### config.mk
export PLATFORM = sky130hd
export DESIGN_NAME = dma_bus_scheduler
export DESIGN_NICKNAME = d
export VERILOG_FILES = /design/src/rtl/dma_bus_scheduler.sv
export SDC_FILE = /design/constraint.sdc
export NUM_CORES = 1
export LEC_CHECK = 0
export CORE_ASPECT_RATIO = 0.6
export CORE_UTILIZATION = 43
export CTS_CLUSTER_DIAMETER = 50
export DETAILED_ROUTE_END_ITERATION = 8
export GPL_TIMING_DRIVEN = 0
export PLACE_DENSITY = 0.79
export SLEW_MARGIN = 40
export SYNTH_ARGS = -nofsm -noshare
export SYNTH_HDL_FRONTEND = slang
export SYNTH_SLANG_ARGS = --single-unit
### constraint.sdc
create_clock -name clk -period 2.35 [get_ports clk]
set_clock_uncertainty 0.2 [all_clocks]
set_input_delay 0.47 -clock clk [delete_from_list [all_inputs] [get_ports clk]]
set_output_delay 0.47 -clock clk [all_outputs]
set_load 0.01 [all_outputs]
### src/rtl/dma_bus_scheduler.sv
// Shares the CPU bus between the 6502 core, sprite OAM DMA and DMC sample fetch.
// The core is stalled through cpu_ce while a DMA engine owns the bus.
module dma_bus_scheduler #(
    parameter logic [15:0] OAM_TRIG_ADDR = 16'h4014,
    parameter logic [15:0] OAM_DATA_ADDR = 16'h2004
) (
    input  logic        clk,
    input  logic        reset,
    input  logic        ce,
    input  logic [15:0] cpu_aout,
    input  logic [7:0]  cpu_dout,
    input  logic        cpu_mr,
    input  logic        cpu_mw,
    input  logic [7:0]  din,
    input  logic        dmc_req,
    input  logic [15:0] dmc_addr,
    output logic        cpu_ce,
    output logic [15:0] aout,
    output logic [7:0]  dout,
    output logic        mr,
    output logic        mw,
    output logic        dmc_ack,
    output logic [7:0]  dmc_data,
    output logic        oam_busy,
    output logic [2:0]  state_dbg
);

    typedef enum logic [2:0] {
        S_IDLE   = 3'd0,
        S_HALT   = 3'd1,
        S_ALIGN  = 3'd2,
        S_OAM_RD = 3'd3,
        S_OAM_WR = 3'd4,
        S_DMC_RD = 3'd5
    } state_t;

    state_t     state;
    logic       parity;
    logic [7:0] idx;
    logic [7:0] page;
    logic [7:0] oam_data;

    logic dmc_want;
    logic trigger;
    logic pending;

    // DMC handshake: dmc_req is a level held until the dmc_ack pulse. The ack
    // cycle masks the request so the still-high level cannot start a second fetch.
    assign dmc_want  = dmc_req && !dmc_ack;
    assign trigger   = (state == S_IDLE) && cpu_mw && !oam_busy &&
                       (cpu_aout == OAM_TRIG_ADDR);
    assign pending   = oam_busy || dmc_want;
    assign state_dbg = state;

    always_ff @(posedge clk or negedge reset) begin
        if (!reset) begin
            state    <= S_IDLE;
            parity   <= 1'b0;
            idx      <= 8'h00;
            page     <= 8'h00;
            oam_data <= 8'h00;
            dmc_data <= 8'h00;
            dmc_ack  <= 1'b0;
            oam_busy <= 1'b0;
        end else if (ce) begin
            parity  <= ~parity;
            dmc_ack <= 1'b0;
            case (state)
                S_IDLE: begin
                    if (trigger) begin
                        page     <= cpu_dout;
                        oam_busy <= 1'b1;
                    end
                    if (pending && cpu_mr) begin
                        state <= S_HALT;
                    end
                end
                S_HALT: begin
                    // parity=1 means this cycle is PUT, so the next one is GET
                    if (!parity) begin
                        state <= S_ALIGN;
                    end else if (dmc_want) begin
                        state <= S_DMC_RD;
                    end else if (oam_busy) begin
                        state <= S_OAM_RD;
                    end else begin
                        state <= S_IDLE;
                    end
                end
                S_ALIGN: begin
                    if (dmc_want) begin
                        state <= S_DMC_RD;
                    end else if (oam_busy) begin
                        state <= S_OAM_RD;
                    end else begin
                        state <= S_IDLE;
                    end
                end
                S_OAM_RD: begin
                    oam_data <= din;
                    state    <= S_OAM_WR;
                end
                S_OAM_WR: begin
                    idx <= idx + 8'd1;
                    if (idx == 8'hFF) begin
                        oam_busy <= 1'b0;
                        state    <= S_IDLE;
                    end else if (dmc_want) begin
                        state <= S_DMC_RD;
                    end else begin
                        state <= S_OAM_RD;
                    end
                end
                S_DMC_RD: begin
                    dmc_data <= din;
                    dmc_ack  <= 1'b1;
                    // the PUT slot after a steal is burned before OAM resumes on GET
                    state    <= oam_busy ? S_ALIGN : S_IDLE;
                end
                default: begin
                    state <= S_IDLE;
                end
            endcase
        end
    end

    always_comb begin
        cpu_ce = 1'b0;
        aout   = cpu_aout;
        dout   = cpu_dout;
        mr     = 1'b1;
        mw     = 1'b0;
        case (state)
            S_IDLE: begin
                cpu_ce = ce;
                mr     = cpu_mr;
                mw     = cpu_mw;
            end
            S_HALT, S_ALIGN: begin
                aout = cpu_aout;
            end
            S_OAM_RD: begin
                aout = {page, idx};
            end
            S_OAM_WR: begin
                aout = OAM_DATA_ADDR;
                dout = oam_data;
                mr   = 1'b0;
                mw   = 1'b1;
            end
            S_DMC_RD: begin
                aout = dmc_addr;
            end
            default: begin
                cpu_ce = ce;
                mr     = cpu_mr;
                mw     = cpu_mw;
            end
        endcase
    end

endmodule
==> results.md <==
Run:
- Max-cap violations in this run came to 0.

Synth:
- After synthesis the cells add up to 2250 um2.
- The share of cell area taken by muxes after synthesis is 0.174.
- The synthesized design contains 38 register bits.
- The adder and majority cell fraction of the synthesized area is 0.00556.
- For this run, the number of Yosys warnings is 0.
- The number of enable-type register cells in the synthesized netlist is 0.
- The share of async-settable or async-resettable flops after synthesis is 1.00.
- The number of instances in the synthesized netlist is 226.
- The per-instance average area after synthesis is 9.95 um2.
- The compound-cell area share of the yosys netlist is 0.173.
- Counting every net in the synthesized netlist gives 281.
- In the synthesized netlist the dominant register cell turns out to be sky130_fd_sc_hd__dfrtp_1.
- The post-synthesis xor/xnor area fraction is 0.0312.
- The number of unique standard cell types used by synthesis is 43.
- Of the total synthesized cell area, the portion taken by AND, OR, NAND and NOR gates is 0.160.
- The share of the Yosys chip area taken by registers is 0.423.
- By area, the combinational part of the netlist is dominated by multiplexers.

Placement:
- The final estimated routing congestion in global placement is 0.885.
- After legalization and detailed placement, the total HPWL measured 5250 um.
- After detailed placement, the total cell area comes to 3250 um2.
- In this run the tool buffered the top-level ports with 92 buffer cells.

Floorplanning:
- The standard-cell row count is 19.
- The die height is 58.0 um.
- The top-level port count is 94.
- From left edge to right edge, the die measures 95.4 um.
- The floorplan step defined a die boundary enclosing 5530 um2.
- The initial utilization of the core area, before any placement, comes to 0.468.
- The area inside the core boundary is 4800 um2.

Worst hold path:
- The number of stages on the worst hold path is 2.
- In this run the most critical hold path is launched from ce.
- The path class of the tightest hold or removal check is input port to flip-flop.
- The worst hold path terminates at parity.

Final layout:
- Leaving out fill and tap cells, the most frequent cell in the layout is sky130_fd_sc_hd__clkdlybuf4s50_1.
- Leaving out fill and tap cells, the most frequent cells in the layout are sky130_fd_sc_hd__clkdlybuf4s50_1 (63), sky130_fd_sc_hd__nand2_1 (37), sky130_fd_sc_hd__dfrtp_1 (35), sky130_fd_sc_hd__mux2_2 (26), sky130_fd_sc_hd__buf_4 (15).
- The filler cells instantiated in the layout total 317.
- The area growth from synthesis to layout is 66.6%.
- With fillers left out, the area of the finished cells amounts to 3750 um2.
- The net count of the finished layout is 397.
- The ratio of cells with drive above 1 in the final layout is 0.368.
- The number of inserted diodes is 0.

Critical path:
- Traced cell by cell, the critical path runs through buf_6 > buf_12 > nor3b_4 > buf_12 > mux2_2 > buf_2.
- STA puts the critical path data required time at 1.68 ns.
- Across all register-to-register paths, the minimum setup slack is 0.26 ns.
- The critical path arrival is 1.85 ns.
- The delay of the slowest critical-path stage is 0.43 ns.
- The number of cells on the worst reg-to-reg path is 6.
- The endpoint of the most critical register-to-register path is page[7].
- Along the worst path, the maximum fanout reaches 9.
- The combined buffer and inverter count along the critical path is 4.
- The slowest stage of the critical path is the sky130_fd_sc_hd__dfrtp_2 cell.
- In this run the critical register-to-register path is launched from state_dbg[2].
- The critical path startpoint category is a flip-flop.
- The setup path with the least slack is of type flip-flop to output pin.
- The most prevalent standard cell on the critical path is sky130_fd_sc_hd__buf_12.
- The worst setup path is captured at an output pin.
- Among cell families on the critical path, the largest total delay comes from buffers and inverters.

STA:
- Setup violations remaining at the end of the flow were counted as 20.
- Static timing analysis puts the maximum clock frequency at 397 MHz.
- The worst max-slew margin expressed relative to the limit is 0.666.
- The final count of pins violating max slew was 0.
- Setup repair after global routing could not meet its margin everywhere.
- The routed design could run at a clock period as short as 2.52 ns.
- The post-route fraction of the period consumed by the critical path is 1.07.
- The count of final hold-check violations was 0.
- Once routing completed, OpenROAD measured the worst setup slack at -0.172 ns.
- The transition at the pin with the smallest max-transition slack is 0.501 ns.

Power:
- Dividing total power by cell area gives a power density of 857 nW/um2.
- The design draws 3.21 mW.
- The static leakage is 1.64 nW.
- VDD sags by at most 0.532 mV.

Detailed routing:
- The routed length per instance is 20.2 um.
- In this run the remaining antenna-violating nets after routing total 0.
- The final layout contains routed wiring with a total length of 8170 um.
- The vias per cell is 5.93.
- After detailed routing, the number of remaining DRC violations is 0.
- The length of the first detailed-routing pass in iterations is 5.
- The first-iteration detailed-routing DRC count is 183.
- Across all layers, the routed design uses 2401 vias.

Global routing:
- The met1 track utilization from global routing is 0.428.
- In the global route stage, overall resource usage came out at 0.304.
- Entering global routing, the biggest net connects 39 pins.
- For this run the aggregate overflow at the end of global routing stands at 0.
- The met3 usage is 0.0958.
- The met2 global-route usage is 0.458.
- The number of global-route vias before repair came to 2400.
- The first global-routing pass estimated 12600 um of wire.
- The most heavily used metal layer in global routing is met2.
- The number of antenna violations at the first check in global routing came to 0.

Clock tree:
- The number of clock buffers inserted by TritonCTS is 5.
- The clock transition at the register clock pins on the worst setup and hold paths after CTS is 0.07 ns.
- For the worst-skew pair, the clock arrives at the later sink with an insertion delay of 0.29 ns.
- The number of H-tree levels is 2.
- The clock root buffer master is sky130_fd_sc_hd__clkbuf_8.
- The maximum number of buffers from clock root to sink is 2.
- TritonCTS built the clock tree.
- The clock net in this run drives a total of 38 sinks.

Status:
- The checks that failed: setup timing.
- The run finished, with violations left.
==> where the power goes <==
part	internal [mW]	total, mW	leakage (nW)	switching [mW]
sequential	0.799	0.919	0.508	0.120
clock	0.199	0.437	0.0438	0.238
combinational	0.972	1.85	1.08	0.883
total	1.97	3.21	1.64	1.24
==> layout make-up <==
class / instances / area (um2) / area share
inverters: 5 / 27.5 / 0.00735
well taps: 63 / 78.8 / 0.0210
clock buffers: 5 / 68.8 / 0.0184
multi-input cells: 170 / 1410 / 0.377
flip-flops and latches: 38 / 955 / 0.255
plain buffers: 12 / 139 / 0.0371
clock inverters: 2 / 10.0 / 0.00267
repair buffers: 110 / 1050 / 0.281
==> logic make-up (layout without fill, tap and decap cells) <==
kind of cell             after synthesis  count (layout)
XOR/XNOR                               8               8
flip-flops                            38              38
multiplexers                          35              35
AO/OA/AOI/OAI                         54              54
buffers and inverters                 18             134
adder cells (fa/ha/maj)                1               1
AND/OR/NAND/NOR                       72              72
==> metal layers <==
layer / share of wire / vias to the layer above
li1: - / 1077
met1: 0.45 / 1160
met2: 0.44 / 147
met3: 0.098 / 17
met4: 0.013 / 0
met5: 0 / -
==> per-stage QoR <==
step / util / hold WS, ns / std cells / TNS (ns) / setup WS (ns)
5_1_grt: 0.780 / 0.213 / 405 / -2.61 / -0.217
4_1_cts: 0.748 / 0.213 / 399 / -0.770 / -0.228
6_report: 0.780 / 0.212 / 405 / -1.65 / -0.172
2_1_floorplan: - / -0.0256 / 226 / 0 / 0.132
3_5_place_dp: 0.676 / 0.274 / 381 / -20.25 / -0.744
3_3_place_gp: 0.676 / 0.282 / 381 / -32.65 / -0.778
==> cell usage after synthesis, drive strengths merged (5+ instances only) <==
master / count / share of area
clkbuf: 9 / 0.015
o21ai: 5 / 0.011
nor2b: 5 / 0.014
nor2: 11 / 0.018
mux2: 33 / 0.17
a221oi: 14 / 0.055
dfrtp: 38 / 0.42
a31oi: 14 / 0.039
a21oi: 7 / 0.016
nand2: 38 / 0.063
==> sequential cells by signal (all words and copies together), names as in the netlist <==
signal     cells
parity         1
idx            8
oam_busy       1
page           8
dmc_ack        1
oam_data       8
state_dbg      3
dmc_data       8
==> repair_timing <==
| item | in CTS | in global routing |
|---|---|---|
| gates cloned | 1 | 0 |
| endpoints found under the hold margin | 38 | 0 |
| pin swaps | 3 | 7 |
| buffers inserted | 10 | 6 |
| endpoints found under the setup margin | 35 | 35 |
| hold buffers | 1 | 0 |
| gates resized for setup | 145 | 39 |
==> worst max path at each step <==
stage,end,cells after the start,startpoint
after floorplan,aout[10],5,state_dbg[1]
after global placement,aout[9],6,state_dbg[2]
after detailed placement,aout[9],6,state_dbg[2]
after CTS,aout[13],5,state_dbg[0]
after global routing,dout[4],6,state_dbg[0]
final,dout[4],6,state_dbg[0]
(Power assumes the default switching activity.)
